===== config.mk =====
export PLATFORM = sky130hd
export DESIGN_NAME = iir_coef_bank
export DESIGN_NICKNAME = d
export VERILOG_FILES = /design/src/rtl/iir_coef_bank.sv
export SDC_FILE = /design/constraint.sdc
export NUM_CORES = 1
export LEC_CHECK = 0
export CORE_MARGIN = 10
export CORE_UTILIZATION = 49
export DETAILED_ROUTE_END_ITERATION = 7
export HOLD_SLACK_MARGIN = 0.06
export PLACE_DENSITY = 0.77
export SETUP_SLACK_MARGIN = 0.15
export SYNTH_ARGS = -nofsm -noshare
export SYNTH_HDL_FRONTEND = slang
export SYNTH_SLANG_ARGS = --single-unit

===== constraint.sdc =====
create_clock -name clk -period 2.8 [get_ports clk]
set_input_delay 0.28 -clock clk [delete_from_list [all_inputs] [get_ports clk]]
set_output_delay 0.28 -clock clk [all_outputs]
set_load 0.005 [all_outputs]

===== src/rtl/iir_coef_bank.sv =====
// iir_coef_bank: coefficient bank and sample re-timer for the first-order IIR filter.
// Writes land in a shadow set; the whole set moves to the active outputs in a single
// edge, and only on a sample boundary, so the filter never sees mixed coefficients.
// Optional build macro: IIR_COEF_STAB_CHECK_EN rejects a commit whose shadow a1 is
// the most negative value (-1.0), since that pole sits on the unit circle.
module iir_coef_bank #(
    parameter int unsigned     W      = 16,
    parameter logic [W-1:0]    B0_RST = 16'h4000,
    parameter logic [W-1:0]    B1_RST = 16'h0000,
    parameter logic [W-1:0]    A1_RST = 16'h0000
) (
    input  logic          clk,
    input  logic          reset,
    input  logic          wr_en,
    input  logic [1:0]    wr_addr,
    input  logic [W-1:0]  wr_data,
    input  logic          commit_req,
    input  logic          sample_tick,
    input  logic [W-1:0]  x_in,
    output logic [W-1:0]  x,
    output logic [W-1:0]  b0,
    output logic [W-1:0]  b1,
    output logic [W-1:0]  a1,
    output logic          busy,
    output logic          commit_done,
    output logic          err,
    output logic [15:0]   tick_cnt
);

    typedef enum logic {
        IDLE  = 1'b0,
        ARMED = 1'b1
    } state_t;

    localparam logic [W-1:0] A1_MIN   = {1'b1, {(W-1){1'b0}}};
    localparam logic [15:0]  TICK_MAX = 16'hFFFF;

    state_t         state_q, state_d;
    logic [W-1:0]   x_q, x_d;
    logic [W-1:0]   b0_q, b0_d;
    logic [W-1:0]   b1_q, b1_d;
    logic [W-1:0]   a1_q, a1_d;
    logic [W-1:0]   sh_b0_q, sh_b0_d;
    logic [W-1:0]   sh_b1_q, sh_b1_d;
    logic [W-1:0]   sh_a1_q, sh_a1_d;
    logic           busy_q, busy_d;
    logic           commit_done_q, commit_done_d;
    logic           err_q, err_d;
    logic [15:0]    tick_cnt_q, tick_cnt_d;
    logic           commit_now;
    logic           reject;

    // Next-state logic: sample capture, shadow writes, commit sequencing and tick counting
    always_comb begin
        state_d       = state_q;
        x_d           = x_q;
        b0_d          = b0_q;
        b1_d          = b1_q;
        a1_d          = a1_q;
        sh_b0_d       = sh_b0_q;
        sh_b1_d       = sh_b1_q;
        sh_a1_d       = sh_a1_q;
        commit_done_d = 1'b0;
        err_d         = 1'b0;
        tick_cnt_d    = tick_cnt_q;
        commit_now    = 1'b0;
        reject        = 1'b0;

        if (sample_tick) begin
            x_d = x_in;
        end

        case (state_q)
            IDLE: begin
                if (wr_en) begin
                    case (wr_addr)
                        2'd0:    sh_b0_d = wr_data;
                        2'd1:    sh_b1_d = wr_data;
                        2'd2:    sh_a1_d = wr_data;
                        default: err_d   = 1'b1;
                    endcase
                end
                if (commit_req) begin
                    state_d = ARMED;
                end
            end
            ARMED: begin
                if (wr_en) begin
                    err_d = 1'b1;
                end
                if (sample_tick) begin
                    state_d = IDLE;
`ifdef IIR_COEF_STAB_CHECK_EN
                    if (sh_a1_q == A1_MIN) begin
                        reject = 1'b1;
                    end
`else
                    reject = 1'b0;
`endif
                    if (reject) begin
                        err_d = 1'b1;
                    end else begin
                        commit_now    = 1'b1;
                        b0_d          = sh_b0_q;
                        b1_d          = sh_b1_q;
                        a1_d          = sh_a1_q;
                        commit_done_d = 1'b1;
                    end
                end
            end
            default: begin
                state_d = IDLE;
            end
        endcase

        if (sample_tick) begin
            if (commit_now) begin
                tick_cnt_d = 16'h0000;
            end else if (tick_cnt_q != TICK_MAX) begin
                tick_cnt_d = tick_cnt_q + 16'h0001;
            end
        end

        busy_d = (state_d == ARMED);
    end

    // State register with synchronous active-low reset; reset also abandons a pending commit
    always_ff @(posedge clk) begin
        if (!reset) begin
            state_q       <= IDLE;
            x_q           <= '0;
            b0_q          <= B0_RST;
            b1_q          <= B1_RST;
            a1_q          <= A1_RST;
            sh_b0_q       <= B0_RST;
            sh_b1_q       <= B1_RST;
            sh_a1_q       <= A1_RST;
            busy_q        <= 1'b0;
            commit_done_q <= 1'b0;
            err_q         <= 1'b0;
            tick_cnt_q    <= 16'h0000;
        end else begin
            state_q       <= state_d;
            x_q           <= x_d;
            b0_q          <= b0_d;
            b1_q          <= b1_d;
            a1_q          <= a1_d;
            sh_b0_q       <= sh_b0_d;
            sh_b1_q       <= sh_b1_d;
            sh_a1_q       <= sh_a1_d;
            busy_q        <= busy_d;
            commit_done_q <= commit_done_d;
            err_q         <= err_d;
            tick_cnt_q    <= tick_cnt_d;
        end
    end

    assign x           = x_q;
    assign b0          = b0_q;
    assign b1          = b1_q;
    assign a1          = a1_q;
    assign busy        = busy_q;
    assign commit_done = commit_done_q;
    assign err         = err_q;
    assign tick_cnt    = tick_cnt_q;

endmodule

==> results.py <==
metrics = {
    "detailed_routing": {
        "drtIter0Drc": 376,
        "drtPass1Iterations": 5,
        "drt-total-wl_um": 14400,
        "vias_per_cell": 5.41,
        "wl_per_cell_um": 16.8,
        "vias": 4635,
        "antenna_left": 0,
        "drc": 0,
    },
    "clocking": {
        "cts.clk_slew.worst_paths_ps": 60,
        "cts_tree": "done",
        "htreeDepth": 4,
        "clockBufferDepth": 2,
        "cts_root_buffer": "clkbuf_8",
        "hold_buffers": 0,
        "numClockSinks": 131,
        "cts_setup_buffers": 0,
        "post_cts_resized": 0,
        "clkLatencyLatePin_ps": 520,
        "numCtsBuffers": 17,
    },
    "timing": {
        "final_hold_viol_count": 0,
        "slew_headroom_pct": 48.3,
        "final-setup-viol-count": 0,
        "worstMarginPinSlew_ps": 768,
        "skew_ps": 5.99,
        "rsz0062_at_grt": "false",
        "setup_tns_ps": 0,
        "setup_ws_ps": 452,
        "slew_viol_final": 0,
        "period_share_pct": 83.9,
        "timing.final.crit_period_ps": 2350,
        "clock.fmax_mhz": 426,
    },
    "worst_setup_path": {
        "cp-start-kind": "flip-flop",
        "endpoint_kind": "flip-flop",
        "worst-r2r-cell-count": 5,
        "r2r_slack_ps": 450,
        "critPathArrivalTime_ps": 2780,
        "crit_start": "tick_cnt[0]",
        "worstSetupPathType": "flip-flop to flip-flop",
        "required_ps": 3240,
        "reg2reg_to": "tick_cnt[0]",
        "path_max_fanout": 8,
        "worstReg2RegStart": "tick_cnt[0]",
    },
    "global_route": {
        "grt_pass1_vias": 4386,
        "grt_first_pass_wirelength_um": 22800,
        "grt_overflow": 0,
        "antenna_found_initial": 0,
        "grt.total_usage_pct": 19.6,
        "grt_start_max_net_pins": 121,
    },
    "worst_hold_path": {
        "hold_depth": 3,
        "min_from": "x_in[3]",
        "hp-class": "input pin to flip-flop",
        "holdPathEnd": "x[3]",
    },
    "synthesis": {
        "synth_async_sr_flop_share_pct": 0,
        "synth.ff_latch_count": 131,
        "netlist-cell-type-count": 37,
        "synth_edf_count": 0,
        "yosys.area.top_type": "dfxtp_1",
        "yosysWarningCount": 0,
        "synthTopCellsByArea": "dfxtp_1 (54%), nand2_1 (16%), a21oi_1 (10%)",
        "syn-cell-area_mm2": 0.00490,
        "synth_top_area_share_pct": 53.6,
        "synthCells": 607,
        "synth.avg_cell_area_um2": 8.07,
        "synth_common_cells": "nand2_1 (208), dfxtp_1 (131), a21oi_1 (101), clkbuf_1 (38), nor2_1 (25)",
        "ys_seq_area_share_pct": 53.6,
        "synth_nets": 647,
        "post-synth-top-count-cell": "nand2_1",
        "ys.flop_type": "dfxtp_1",
    },
    "die": {
        "fp.coreArea_mm2": 0.00977,
        "row_count": 36,
        "die_w_um": 120,
        "io_pins": 122,
        "dieHeight_um": 120,
        "initial_utilization_pct": 50.1,
        "die-area_mm2": 0.0144,
    },
    "final_layout": {
        "num-nets-final": 751,
        "areaGrowthSynthToFinish_pct": 38.6,
        "multiInputGateArea_mm2": 0.00209,
        "seqCellArea_mm2": 0.00262,
        "fillCellCount": 817,
        "antenna_cells": 0,
        "drive_gt1_share_pct": 6.08,
    },
    "power_and_ir_drop": {
        "leakagePower_nw": 2.33,
        "powerDensity_mw_per_mm2": 658,
        "vdd_drop_max_v": 0.000614,
    },
    "placed_design": {
        "dp_hpwl_um": 9720,
        "routabilityCongestion": 0.886,
        "post-place-ws_ps": 543,
        "io_buffers": 121,
    },
    "job": {
        "drv_cap": 0,
    },
    "status": {
        "status": "finished clean",
    },
}
==> cell type report <==
cell class	count	area share [%]
clock inverters	11	2.23
inverters	6	0.350
flip-flops and latches	131	38.6
clock buffers	21	6.77
well taps	133	2.45
repair buffers	127	18.7
multi-input cells	428	30.9
==> layer usage <==
layer / wire length [um] / track usage (%)
met5: 0 / 0
met2: 7320 / 32.8
met3: 1040 / 6.38
met4: 314 / 7.62
met1: 5720 / 22.7
==> worst max-delay path by stage <==
stage                        end  cells past startpoint
finish               tick_cnt[0]                      5
global route         tick_cnt[9]                      5
CTS                  tick_cnt[9]                      5
detailed placement  tick_cnt[15]                      5
global placement     tick_cnt[2]                      5
floorplan           tick_cnt[15]                      6
==> layout by cell type, fill, tap and decap left out, drive strengths merged, types with 5 or more instances in the layout <==
cell type and instances:
a21oi 101, a31oi 7, buf 6, clkbuf 21, clkdlybuf4s50 121, dfxtp 131
inv 6, mux2i 17, nand2 208, nand2b 5, nand3 12, nand4 6
nor2 25, nor4 8
==> per-stage QoR <==
step	instances	power (mW)	hold WS, ps	util, %	instance area [um^2]
after global placement	825	2.26	438	63.2	6180
after CTS	857	4.49	354	69.4	6790
after global routing	857	4.61	367	69.4	6790
after floorplan	607	2.11	399	-	4900
after detailed placement	825	2.26	445	63.2	6180
final	857	4.46	375	69.4	6790
==> critical path, cell delays in order, from the launching register on <==
cell and delay, ps:
dfxtp_1 420, ha_1 260, nand4_1 270, nor4_2 780, a21boi_0 320, o21ai_0 220
==> cell families (layout without fill, tap and decap cells) <==
group	Yosys count	count (layout)	share of synthesized area, %
AOI/OAI and AO/OA	129	129	14.7
adders and majority gates	1	1	0.255
buffers and inverters	48	165	3.73
DFF	131	131	53.6
muxes	17	17	3.47
and+or+nand+nor	281	281	24.3
==> sequential cells by signal, summed over array words and instances, names as in the netlist <==
name	count
b1	16
b0	16
sh_b1_q	16
tick_cnt	16
busy	1
commit_done	1
a1	16
sh_b0_q	16
sh_a1_q	16
x	16
err	1
==> power breakdown <==
group / switching, mW / internal [mW]
registers: 0.0276 / 1.91
logic: 0.157 / 0.133
clock network: 0.806 / 1.43
total: 0.991 / 3.47
Power figures use the tool's default switching activity.
